**src/rtl/morse_letter_ctrl.sv**
```systemverilog
// Groups the Morse symbol stream (dot/dash/gap) into letter entries, detects
// word gaps, and queues {len, code} entries in a small FIFO drained by valid/ready.
module morse_letter_ctrl #(
    parameter int MAX_SYMS   = 5,
    parameter int FIFO_DEPTH = 4,
    parameter int WORD_GAP   = 4
) (
    input  logic                clk,
    input  logic                rst,
    input  logic                sym_tick,
    input  logic [1:0]          sym,
    output logic                out_valid,
    input  logic                out_ready,
    output logic [2:0]          out_len,
    output logic [MAX_SYMS-1:0] out_code,
    output logic                sym_err,
    output logic                ovf
);

    localparam int EW = 3 + MAX_SYMS;
    localparam int AW = $clog2(FIFO_DEPTH);
    localparam int GW = $clog2(WORD_GAP + 1);

    // out_valid means the FIFO head holds an entry; a pop happens on the clock
    // edge where out_valid & out_ready, and the head is held stable until then.

    typedef enum logic [1:0] {
        S_IDLE,
        S_COLLECT,
        S_GAP,
        S_DISCARD
    } state_t;

    state_t              r_state;
    state_t              w_state_nxt;
    logic [2:0]          r_len;
    logic [2:0]          w_len_nxt;
    logic [MAX_SYMS-1:0] r_code;
    logic [MAX_SYMS-1:0] w_code_nxt;
    logic [GW-1:0]       r_gap_cnt;
    logic [GW-1:0]       w_gap_nxt;
    logic [GW-1:0]       w_gap_inc;
    logic                r_sym_err;
    logic                r_ovf;

    logic                w_is_mark;
    logic                w_is_gap;
    logic                w_bit;
    logic [MAX_SYMS-1:0] w_first_code;
    logic                w_push;
    logic [EW-1:0]       w_push_data;
    logic                w_err;

    logic [EW-1:0]       r_mem [FIFO_DEPTH];
    logic [AW-1:0]       r_wr_ptr;
    logic [AW-1:0]       r_rd_ptr;
    logic [AW:0]         r_count;
    logic                w_pop;
    logic                w_full;
    logic                w_accept;

    assign w_is_mark    = sym_tick && (sym == 2'b01 || sym == 2'b10);
    assign w_is_gap     = sym_tick && (sym == 2'b11);
    assign w_bit        = sym[1];
    assign w_first_code = {{(MAX_SYMS-1){1'b0}}, w_bit};
    assign w_gap_inc    = r_gap_cnt + GW'(1);

    always_ff @(posedge clk or posedge rst) begin
        if (rst) begin
            r_state   <= S_IDLE;
            r_len     <= '0;
            r_code    <= '0;
            r_gap_cnt <= '0;
            r_sym_err <= 1'b0;
        end else begin
            r_state   <= w_state_nxt;
            r_len     <= w_len_nxt;
            r_code    <= w_code_nxt;
            r_gap_cnt <= w_gap_nxt;
            r_sym_err <= w_err;
        end
    end

    always_comb begin
        w_state_nxt = r_state;
        w_len_nxt   = r_len;
        w_code_nxt  = r_code;
        w_gap_nxt   = r_gap_cnt;
        w_push      = 1'b0;
        w_push_data = '0;
        w_err       = 1'b0;
        case (r_state)
            S_IDLE: begin
                if (w_is_mark) begin
                    w_state_nxt = S_COLLECT;
                    w_len_nxt   = 3'd1;
                    w_code_nxt  = w_first_code;
                end
            end
            S_COLLECT: begin
                if (w_is_mark) begin
                    if (r_len == 3'(MAX_SYMS)) begin
                        w_err       = 1'b1;
                        w_len_nxt   = '0;
                        w_code_nxt  = '0;
                        w_state_nxt = S_DISCARD;
                    end else begin
                        w_len_nxt  = r_len + 3'd1;
                        w_code_nxt = {r_code[MAX_SYMS-2:0], w_bit};
                    end
                end else if (w_is_gap) begin
                    w_push      = 1'b1;
                    w_push_data = {r_len, r_code};
                    w_len_nxt   = '0;
                    w_code_nxt  = '0;
                    w_gap_nxt   = GW'(1);
                    w_state_nxt = S_GAP;
                end
            end
            S_GAP: begin
                if (w_is_gap) begin
                    // The closing gap already counted as 1, so silence of
                    // WORD_GAP ticks in total yields exactly one space.
                    if (w_gap_inc == GW'(WORD_GAP)) begin
                        w_push      = 1'b1;
                        w_push_data = '0;
                        w_gap_nxt   = '0;
                        w_state_nxt = S_IDLE;
                    end else begin
                        w_gap_nxt = w_gap_inc;
                    end
                end else if (w_is_mark) begin
                    w_state_nxt = S_COLLECT;
                    w_len_nxt   = 3'd1;
                    w_code_nxt  = w_first_code;
                    w_gap_nxt   = '0;
                end
            end
            S_DISCARD: begin
                if (w_is_gap) begin
                    w_state_nxt = S_IDLE;
                end
            end
            default: w_state_nxt = S_IDLE;
        endcase
    end

    assign w_pop    = out_valid && out_ready;
    assign w_full   = (r_count == (AW+1)'(FIFO_DEPTH));
    assign w_accept = w_push && (!w_full || w_pop);

    always_ff @(posedge clk or posedge rst) begin
        if (rst) begin
            r_wr_ptr <= '0;
            r_rd_ptr <= '0;
            r_count  <= '0;
            r_ovf    <= 1'b0;
        end else begin
            if (w_accept) r_wr_ptr <= r_wr_ptr + 1'b1;
            if (w_pop)    r_rd_ptr <= r_rd_ptr + 1'b1;
            case ({w_accept, w_pop})
                2'b10:   r_count <= r_count + 1'b1;
                2'b01:   r_count <= r_count - 1'b1;
                default: r_count <= r_count;
            endcase
            if (w_push && w_full && !w_pop) r_ovf <= 1'b1;
        end
    end

    always_ff @(posedge clk) begin
        if (w_accept) r_mem[r_wr_ptr] <= w_push_data;
    end

    assign out_valid = (r_count != '0);
    assign out_len   = out_valid ? r_mem[r_rd_ptr][EW-1 -: 3] : '0;
    assign out_code  = out_valid ? r_mem[r_rd_ptr][MAX_SYMS-1:0] : '0;
    assign sym_err   = r_sym_err;
    assign ovf       = r_ovf;

endmodule

```
**config.mk**
```make
export PLATFORM = sky130hd
export DESIGN_NAME = morse_letter_ctrl
export DESIGN_NICKNAME = d
export VERILOG_FILES = /design/src/rtl/morse_letter_ctrl.sv
export SDC_FILE = /design/constraint.sdc
export NUM_CORES = 1
export LEC_CHECK = 0
export BUFFER_PORTS_ARGS = -buffer_cell sky130_fd_sc_hd__buf_2
export CAP_MARGIN = 20
export CORE_MARGIN = 2
export CORE_UTILIZATION = 35
export DETAILED_ROUTE_END_ITERATION = 12
export SYNTH_ARGS = -nofsm -noshare
export SYNTH_HDL_FRONTEND = slang
export SYNTH_SLANG_ARGS = --single-unit
```
**constraint.sdc**
```tcl
create_clock -name clk -period 3.55 [get_ports clk]
set_clock_uncertainty 0.2 [all_clocks]
set_input_delay 0.1775 -clock clk [delete_from_list [all_inputs] [get_ports clk]]
set_output_delay 0.1775 -clock clk [all_outputs]
set_load 0.01 [all_outputs]
```
==> flow_summary.json <==
{
  "synth-main-ff-cell": "edfxtp_1",
  "viasPerCell": 5.00,
  "fin_nets": 239,
  "async_reset_ff_share_pct": 40.7,
  "cts_hold_buf": 2,
  "cp-end-kind": "register",
  "yosysSeqAreaShare_pct": 56.4,
  "syn_area_um2": 2680,
  "avgRoutedWirePerCell_um": 14.7,
  "postPlaceCellArea_um2": 2840,
  "final_cell_mix": "edfxtp_1 (32), dfrtp_1 (22), buf_2 (16), and2_1 (13)",
  "gp_congestion": 0.828,
  "clkSlewWorstSetupHoldPaths_ns": 0.10,
  "critPathKind": "register to register",
  "maxCapViolations": 0,
  "fin_tns_setup_ns": 0,
  "met2_length_um": 2190,
  "drcViolationCount": 0,
  "initial_utilization_pct": 36.6,
  "fp.dieW_um": 91.5,
  "synthAdderAreaFrac_pct": 5.88,
  "cts_tree": "built",
  "synthCells": 202,
  "worstPathRequired_ns": 3.58,
  "finalCriticalPeriod_ns": 3.04,
  "synth_edf_count": 32,
  "fin_util_pct": 40.6,
  "rsz0062_at_grt": "no",
  "grt_max_degree": 23,
  "synth_top_area_share_pct": 35.8,
  "die_area_um2": 8380,
  "leakagePower_uw": 0.00120,
  "hold_viol": 0,
  "finalWirelength_um": 4710,
  "setup_violations": 0,
  "first_pass_iters": 4,
  "cts_setup_buffers": 0,
  "clk_path_buf_depth": 2,
  "cts-htree-levels": 2,
  "drv_slew": 0,
  "ys_types": 54,
  "cts.repair.resized": 0,
  "finalCritPeriodShare_pct": 85.5,
  "synth_top_family_by_area": "simple AND/OR/NAND/NOR gates",
  "stdcell_area_um2": 2980,
  "vdd_drop_max_uv": 298,
  "worst_slew_pin_slew_ns": 0.875,
  "grt_use_total_pct": 11.8,
  "drive_gt1_share_pct": 17.1,
  "yosysTopAreaCell": "edfxtp_1",
  "grt_pass1_vias": 1578,
  "ys_ff_latch": 54,
  "min_path_type": "primary input to register",
  "power_density_nw_per_um2": 629,
  "antenna_found_initial": 0,
  "top_layer_used": "met4",
  "synth_area_leaders": "edfxtp_1 (36%), dfrtp_1 (21%), mux4_2 (6.7%)",
  "drt_iter0_markers": 63,
  "cts-root-buf": "clkbuf_8",
  "overflow": 0,
  "max_freq_ghz": 0.329,
  "diodes": 0,
  "finalNonFillerCells": 321,
  "clkSinkCount": 54,
  "ant_nets": 0,
  "rows": 31,
  "synth_mux_area_share_pct": 8.49,
  "clock_latency_ns": 0.30,
  "cts_buffers": 5,
  "core_area_um2": 7330,
  "area_delta_synth_final_pct": 11.0,
  "outcome": "complete, no violations",
  "placed_cells": 311,
  "final_common_cell": "edfxtp_1",
  "crit_fanout": 11,
  "avgSynthCellArea_um2": 13.3,
  "grt_pass1_wl_um": 7850,
  "port_buffers": 16,
  "ios": 17,
  "die_h_um": 91.5,
  "synth_compound_area_share_pct": 9.29,
  "vias": 1604,
  "relSlewSlack_pct": 41.6,
  "synth-simple-area-share_pct": 14.7,
  "wl_met1_um": 2350,
  "cp-start-kind": "register",
  "wl_met3_um": 122,
  "dp_hpwl_um": 3270,
  "yosys_warnings": 0,
  "synthXorXnorAreaFrac_pct": 1.63,
  "mappedNetlistNets": 220,
  "cp.arrival_ns": 3.06
}
[state kept, by name, indices dropped and copies added, names as in the netlist]
register / count
r_rd_ptr: 2
r_len: 3
r_state: 2
ovf: 1
r_code: 5
r_count: 3
r_mem: 32
r_wr_ptr: 2
r_gap_cnt: 3
sym_err: 1
[per-stage QoR]
stage | setup slack, ns | hold WS [ns] | power (uW)
6_report | 0.514 | 0.0507 | 1870
5_1_grt | 0.315 | 0.0717 | 2010
4_1_cts | 0.526 | 0.0458 | 1890
3_5_place_dp | 0.555 | 0.222 | 1470
3_3_place_gp | 0.654 | 0.212 | 1460
2_1_floorplan | 0.933 | -0.0333 | 1300
[area by class of cell]
cell class / count / area, um^2
clock inverters: 3 / 47.5
fillers: 693 / 4350
clock buffers: 5 / 68.8
flip-flops and latches: 54 / 1510
well taps: 99 / 124
multi-input cells: 129 / 1070
repair buffers: 19 / 108
inverters: 12 / 45.0
[critical path, stage by stage, from the launching register on]
cell and delay, ns:
dfrtp_1 0.43, inv_1 0.12, ha_1 0.38, and4b_1 0.48
a21o_1 0.21, nor2_1 0.08, fa_1 0.41, or4_1 0.54
o2111ai_1 0.11
[routing by layer]
layer	GRT usage (%)	vias to the layer above
met1	15.7	789
met3	2.24	4
met2	20.0	22
li1	-	789
met4	3.03	0
met5	0	-
[cell families (layout without fill, tap and decap cells)]
family / count (synthesis) / in the layout
flops: 54 / 54
fa+ha+maj: 12 / 12
buf+inv: 19 / 39
compound gates: 34 / 34
xor+xnor: 5 / 5
mux: 12 / 12
simple gates: 66 / 66
[synthesized netlist by cell type, types with 2 or more instances]
library cell  instances
a21oi_1               5
nand2_1               9
nor2_1                6
buf_2                 3
o21ai_1               5
or4b_1                3
a211o_1               2
nor2b_1              10
xor2_1                2
o22ai_1               4
mux4_2                8
and3_1                2
mux2_1                2
o21ai_0               2
edfxtp_1             32
nand3_1               5
inv_1                11
ha_1                 11
a21o_1                2
nor3_1                4
dfrtp_1              22
buf_6                 3
or4_1                 4
and2_1               13
xnor2_1               3
[power by group]
| part | switching [uW] | internal (uW) | total, uW | leakage, uW |
|---|---|---|---|---|
| sequential | 133 | 735 | 869 | 0.000610 |
| clock | 207 | 214 | 421 | 0.0000587 |
| combinational | 284 | 299 | 583 | 0.000526 |
[worst paths after layout]
kind                       slack, ns       start     endpoint  cells past startpoint
max                             0.51  r_state[1]   r_count[2]                      8
max reg2reg                     0.51  r_state[1]   r_count[2]                      8
min reg2reg                     0.27         ovf          ovf                      1
max in group asynchronous       2.22         rst   r_state[0]                      3
min                             0.05    sym_tick      sym_err                      3
min in group asynchronous       0.39         rst  r_rd_ptr[0]                      3
Note: power is estimated with default switching activity, not from simulation.
